<file path="src/rtl/imem_boot_loader.sv">
// ---------------------------------------------------------------------------
// imem_boot_loader
//
// Purpose:
//   Upstream feeder for the single-cycle MIPS core. It accepts a program as a
//   stream of 32-bit instruction words over a valid/ready handshake and writes
//   each word into instruction memory at consecutive word addresses. The core
//   is held in reset while the load is in progress. When the last word has
//   been written, the core is released for exactly RUN_CYCLES clock-enabled
//   cycles and then frozen, with done raised. If DEPTH words arrive without
//   in_last, the loader stops in a sticky overflow state and never releases
//   the core.
//
// Parameters:
//   ADDR_W      imem word-address width
//   DEPTH       words accepted before overflow (DEPTH <= 2**ADDR_W)
//   RUN_CYCLES  clock-enabled core cycles after release (>= 1)
//
// Ports:
//   clock          in   system clock, rising edge
//   reset          in   synchronous, active-high
//   in_valid       in   instruction word offered
//   in_ready       out  loader accepts a word this cycle
//   in_data        in   instruction word
//   in_last        in   qualifies the final word of the program
//   imem_we        out  imem write strobe
//   imem_addr      out  imem word address
//   imem_wdata     out  imem write data
//   core_reset     out  synchronous active-high reset to the core
//   core_clk_en    out  clock enable to the core
//   words_loaded   out  number of accepted words
//   done           out  run budget exhausted
//   overflow_err   out  sticky: DEPTH words accepted without in_last
//   checksum       out  (BOOT_CHECKSUM_EN only) wrap-around sum of accepted words
//
// Build options:
//   BOOT_CHECKSUM_EN  when defined, adds the checksum output and its adder.
//
// All outputs are registered. Outputs that depend only on the phase of the
// sequence (core_reset, core_clk_en, done) are registered from the current
// state, so they trail the state register by one cycle. This is what gives
// the release timing: last accept at edge t, final imem write visible after
// t, core released after t+2, done after t+2+RUN_CYCLES.
// ---------------------------------------------------------------------------
module imem_boot_loader #(
    parameter int ADDR_W     = 8,
    parameter int DEPTH      = 256,
    parameter int RUN_CYCLES = 64
) (
    input  logic              clock,
    input  logic              reset,
    input  logic              in_valid,
    output logic              in_ready,
    input  logic [31:0]       in_data,
    input  logic              in_last,
    output logic              imem_we,
    output logic [ADDR_W-1:0] imem_addr,
    output logic [31:0]       imem_wdata,
    output logic              core_reset,
    output logic              core_clk_en,
    output logic [ADDR_W:0]   words_loaded,
    output logic              done,
`ifdef BOOT_CHECKSUM_EN
    output logic [31:0]       checksum,
`endif
    output logic              overflow_err
);

    localparam int CNT_W = (RUN_CYCLES > 1) ? $clog2(RUN_CYCLES) : 1;
    localparam logic [CNT_W-1:0]  RUN_LAST  = CNT_W'(RUN_CYCLES - 1);
    localparam logic [ADDR_W:0]   LAST_SLOT = (ADDR_W + 1)'(DEPTH - 1);

    typedef enum logic [2:0] {
        S_LOAD,
        S_RELEASE,
        S_RUN,
        S_DONE,
        S_HALT
    } state_t;

    state_t              state_q;
    logic                in_ready_q;
    logic                imem_we_q;
    logic [ADDR_W-1:0]   imem_addr_q;
    logic [31:0]         imem_wdata_q;
    logic                core_reset_q;
    logic                core_clk_en_q;
    logic [ADDR_W:0]     words_loaded_q;
    logic                done_q;
    logic                overflow_err_q;
    logic [CNT_W-1:0]    run_cnt_q;
`ifdef BOOT_CHECKSUM_EN
    logic [31:0]         checksum_q;
`endif

    // A handshake completes only while loading; in_ready_q is already low in
    // every other state, the state term just makes that explicit.
    logic accept;
    assign accept = (state_q == S_LOAD) && in_valid && in_ready_q;

    always_ff @(posedge clock) begin
        if (reset) begin
            state_q        <= S_LOAD;
            in_ready_q     <= 1'b0;
            imem_we_q      <= 1'b0;
            imem_addr_q    <= '0;
            imem_wdata_q   <= '0;
            core_reset_q   <= 1'b1;
            core_clk_en_q  <= 1'b0;
            words_loaded_q <= '0;
            done_q         <= 1'b0;
            overflow_err_q <= 1'b0;
            run_cnt_q      <= '0;
`ifdef BOOT_CHECKSUM_EN
            checksum_q     <= '0;
`endif
        end else begin
            // The write strobe is a single-cycle pulse following each accept.
            imem_we_q <= 1'b0;

            unique case (state_q)
                S_LOAD: begin
                    in_ready_q    <= 1'b1;
                    core_reset_q  <= 1'b1;
                    core_clk_en_q <= 1'b0;
                    if (accept) begin
                        imem_we_q      <= 1'b1;
                        imem_addr_q    <= words_loaded_q[ADDR_W-1:0];
                        imem_wdata_q   <= in_data;
                        words_loaded_q <= words_loaded_q + (ADDR_W + 1)'(1);
`ifdef BOOT_CHECKSUM_EN
                        checksum_q     <= checksum_q + in_data;
`endif
                        // in_ready must drop on the accepting edge so no
                        // further word slips in; in_last takes precedence
                        // over the overflow check on the final slot.
                        if (in_last) begin
                            in_ready_q <= 1'b0;
                            state_q    <= S_RELEASE;
                        end else if (words_loaded_q == LAST_SLOT) begin
                            in_ready_q     <= 1'b0;
                            overflow_err_q <= 1'b1;
                            state_q        <= S_HALT;
                        end
                    end
                end

                S_RELEASE: begin
                    // One cycle for the final write to land before release.
                    in_ready_q    <= 1'b0;
                    core_reset_q  <= 1'b1;
                    core_clk_en_q <= 1'b0;
                    run_cnt_q     <= '0;
                    state_q       <= S_RUN;
                end

                S_RUN: begin
                    in_ready_q    <= 1'b0;
                    core_reset_q  <= 1'b0;
                    core_clk_en_q <= 1'b1;
                    if (run_cnt_q == RUN_LAST) begin
                        state_q <= S_DONE;
                    end else begin
                        run_cnt_q <= run_cnt_q + CNT_W'(1);
                    end
                end

                S_DONE: begin
                    // Core stays out of reset so its state can be inspected.
                    in_ready_q    <= 1'b0;
                    core_reset_q  <= 1'b0;
                    core_clk_en_q <= 1'b0;
                    done_q        <= 1'b1;
                end

                S_HALT: begin
                    in_ready_q     <= 1'b0;
                    core_reset_q   <= 1'b1;
                    core_clk_en_q  <= 1'b0;
                    overflow_err_q <= 1'b1;
                end

                default: begin
                    state_q <= S_LOAD;
                end
            endcase
        end
    end

    assign in_ready     = in_ready_q;
    assign imem_we      = imem_we_q;
    assign imem_addr    = imem_addr_q;
    assign imem_wdata   = imem_wdata_q;
    assign core_reset   = core_reset_q;
    assign core_clk_en  = core_clk_en_q;
    assign words_loaded = words_loaded_q;
    assign done         = done_q;
    assign overflow_err = overflow_err_q;
`ifdef BOOT_CHECKSUM_EN
    assign checksum     = checksum_q;
`endif

endmodule

</file>
<file path="config.mk">
export PLATFORM = sky130hd
export DESIGN_NAME = imem_boot_loader
export DESIGN_NICKNAME = d
export VERILOG_FILES = /design/src/rtl/imem_boot_loader.sv
export SDC_FILE = /design/constraint.sdc
export NUM_CORES = 1
export LEC_CHECK = 0
export BUFFER_PORTS_ARGS = -buffer_cell sky130_fd_sc_hd__buf_2
export CAP_MARGIN = 20
export CELL_PAD_IN_SITES_DETAIL_PLACEMENT = 1
export CELL_PAD_IN_SITES_GLOBAL_PLACEMENT = 1
export CORE_UTILIZATION = 30
export CTS_CLUSTER_DIAMETER = 150
export DETAILED_ROUTE_END_ITERATION = 10
export PLACE_DENSITY_LB_ADDON = 0.1
export SLEW_MARGIN = 20
export SYNTH_ARGS = -nofsm -noshare
export SYNTH_HDL_FRONTEND = slang
export SYNTH_SLANG_ARGS = --single-unit
</file>
<file path="constraint.sdc">
create_clock -name clock -period 2.9 [get_ports clock]
set_input_delay 0.725 -clock clock [delete_from_list [all_inputs] [get_ports clock]]
set_output_delay 0.725 -clock clock [all_outputs]
set_load 0.02 [all_outputs]
</file>
==> impl_metrics.yaml <==
run_status:
  status: "complete, no violations"
drt:
  vias: 2362
  drt-initial-drc-count: 59
  avgViaCountPerCell: 4.696
  drt_pass1_iterations: 4
  detail-route-antenna-nets: 0
  highest_layer: "met4"
  routed_wl_um: 6751
  wire_per_inst_um: 13.42
  met3WireLength_um: 411
  wl_met2_um: 3172
  met1_length_um: 3072
  drc_errors: 0
floorplanning:
  core_um2: 8217
  die-area_um2: 8873
  rows: 33
  dieWidth_um: 94.20
  pin_count: 91
  die_h_um: 94.20
  start_util_pct: 31.03
global_routing:
  grt_pass1_wl_um: 11130
  grt_usage_pct: 16.16
  gr-total-overflow: 0
  grt_start_max_net_pins: 46
  antenna_found_initial: 0
  first_global_vias: 2382
worst_setup_path:
  end_kind: "flop"
  cp.arrival_ps: 2300
  r2r-end: "words_loaded[8]$_SDFFE_PP0P_"
  critPathKind: "reg2reg"
  start_kind: "flop"
  worstPathMaxFanout: 44
  ff2ff_path_depth: 4
  reg2reg_slack_ps: 850
  crit_start: "state_q[0]$_SDFFE_PP0P_"
  critPathRequiredTime_ps: 3150
  worstReg2RegStart: "state_q[0]$_SDFFE_PP0P_"
power:
  vdd_ir_drop_max_uv: 204.9
  power_mw: 2.149
  p_leak_nw: 1.377
  p_per_area_nw_per_um2: 651.6
hold_path:
  whs_path_depth: 2
  hold_class: "reg2reg"
  min-delay-start: "overflow_err$_SDFFE_PP0P_"
  hold_end: "overflow_err$_SDFFE_PP0P_"
timing:
  setup-violations-final: 0
  final.period_utilization_pct: 70.69
  max_freq_mhz: 487.8
  fin_crit_ps: 2050
  slew_headroom_pct: 44.13
  rsz0062_at_grt: "false"
  tightest_slew_ps: 838.0
  slew_violations: 0
  layout_setup_ws_ps: 850.1
  fin_worst_skew_ps: 7.448
  setup-tns-final_ps: 0
  finalHoldViolations: 0
synth:
  syn-num-nets: 347
  syn_area_um2: 2550
  syn_inst: 308
  synth_top_cell_by_area: "dfxtp_1"
  synth_common_cells: "85 x nand2_1, 64 x dfxtp_1, 49 x a21oi_1, 21 x nor2_1, 12 x clkbuf_1"
  synth_edf_count: 0
  async_reset_ff_share_pct: 0
  synth.avg_cell_area_um2: 8.279
  synthFlopType: "dfxtp_1"
  synth_top_area_share_pct: 50.25
  synth.area.top_cells: "dfxtp_1 50%, nand2_1 13%, a21oi_1 9.6%"
  synth.most_common_cell: "nand2_1"
  ys_warn_count: 0
  synth_cell_type_count: 37
  ys_ff_latch: 64
  synth-seq-area-share_pct: 50.25
clocking:
  post_cts_resized: 0
  cts_setup_buffers: 0
  cts_root_buf: "clkbuf_8"
  cts_tree: "done"
  clock_path_buffers: 2
  path_clk_slew_ps: 70
  ctsHoldBuffers: 0
  ctsHtreeMaxLevel: 3
  clock-sinks: 64
  cts_buffers: 9
  clk_latency_ps: 340
layout:
  area_growth_pct: 29.34
  fin_nets: 432
  fin_area_um2: 3298
  num-fill-cells: 1028
  instances_no_fill: 503
  multiInputGateArea_um2: 1141
  regArea_um2: 1281
  drive_above_1_share_pct: 29.15
  antenna_cells: 0
placement:
  dp_cells: 487
  gp_congestion: 0.7168
  placed_cell_area_um2: 3045
  post-place-ws_ps: 826.4
  portBuffers: 90
  dpl.hpwl_um: 4538
job:
  drv_cap: 0
[how the worst max path moves through the flow]
stage	end	slack [ps]	depth (start not counted)
CTS	words_loaded[8]$_SDFFE_PP0P_	790	4
finish	words_loaded[8]$_SDFFE_PP0P_	850	4
global placement	words_loaded[8]$_SDFFE_PP0P_	860	4
global route	words_loaded[8]$_SDFFE_PP0P_	640	4
floorplan	state_q[0]$_SDFFE_PP0P_	1290	4
detailed placement	words_loaded[8]$_SDFFE_PP0P_	830	4
[power by group]
part / switching [mW] / internal, mW
logic: 0.155 / 0.0778
registers: 0.0277 / 0.915
clock network: 0.374 / 0.599
total: 0.557 / 1.59
[registers in the layout, indices dropped and copies added (netlist names)]
register / cells
overflow_err: 1
imem_wdata: 32
core_reset: 1
run_cnt_q: 6
done: 1
imem_we: 1
in_ready: 1
words_loaded: 9
imem_addr: 8
core_clk_en: 1
state_q: 3
[layout by cell type (no fill, tap or decap), types with 3 or more instances in the layout]
cell type  count
xnor2_1        7
bufinv_16      3
o21ai_0        7
buf_2         90
nor2_1        21
clkbuf_8      10
a21oi_1       49
nand3_1       10
dfxtp_1       64
nor3_1         5
ha_1           3
nand2_1       85
inv_1          5
buf_4          3
[area by class of cell]
class | instances | share of cell area (%)
clock inverters | 6 | 3.490
well taps | 105 | 3.983
inverters | 5 | 0.5690
repair buffers | 93 | 14.34
clock buffers | 10 | 4.173
multi-input cells | 220 | 34.60
flip-flops and latches | 64 | 38.85
[critical path, cell delays in order, from the launching register on]
cell and delay [ps]:
dfxtp_1 460, or3_1 640, nor2_8 550, nor2_1 90, a211oi_1 220
[metrics by stage]
stage	util (%)	hold slack, ps
global route	40.14	478.2
detailed placement	37.06	443.5
CTS	40.14	455.2
global placement	37.06	438.8
finish	40.14	452.7
floorplan	-	476.8
[per-layer routing]
metal,global-route usage [%],vias up
li1,-,1202
met1,18.72,1094
met2,27.17,58
met3,4.369,8
met4,8.077,0
met5,0,-
[kinds of logic after synthesis]
kind of cell	Yosys count	share of synthesized area [%]
and+or+nand+nor	142	26.30
AOI/OAI and AO/OA	67	14.23
DFF	64	50.25
buffers and inverters	24	5.005
xor gates and xnor gates	8	2.748
adders and majority gates	3	1.472
(Power assumes the default switching activity.)
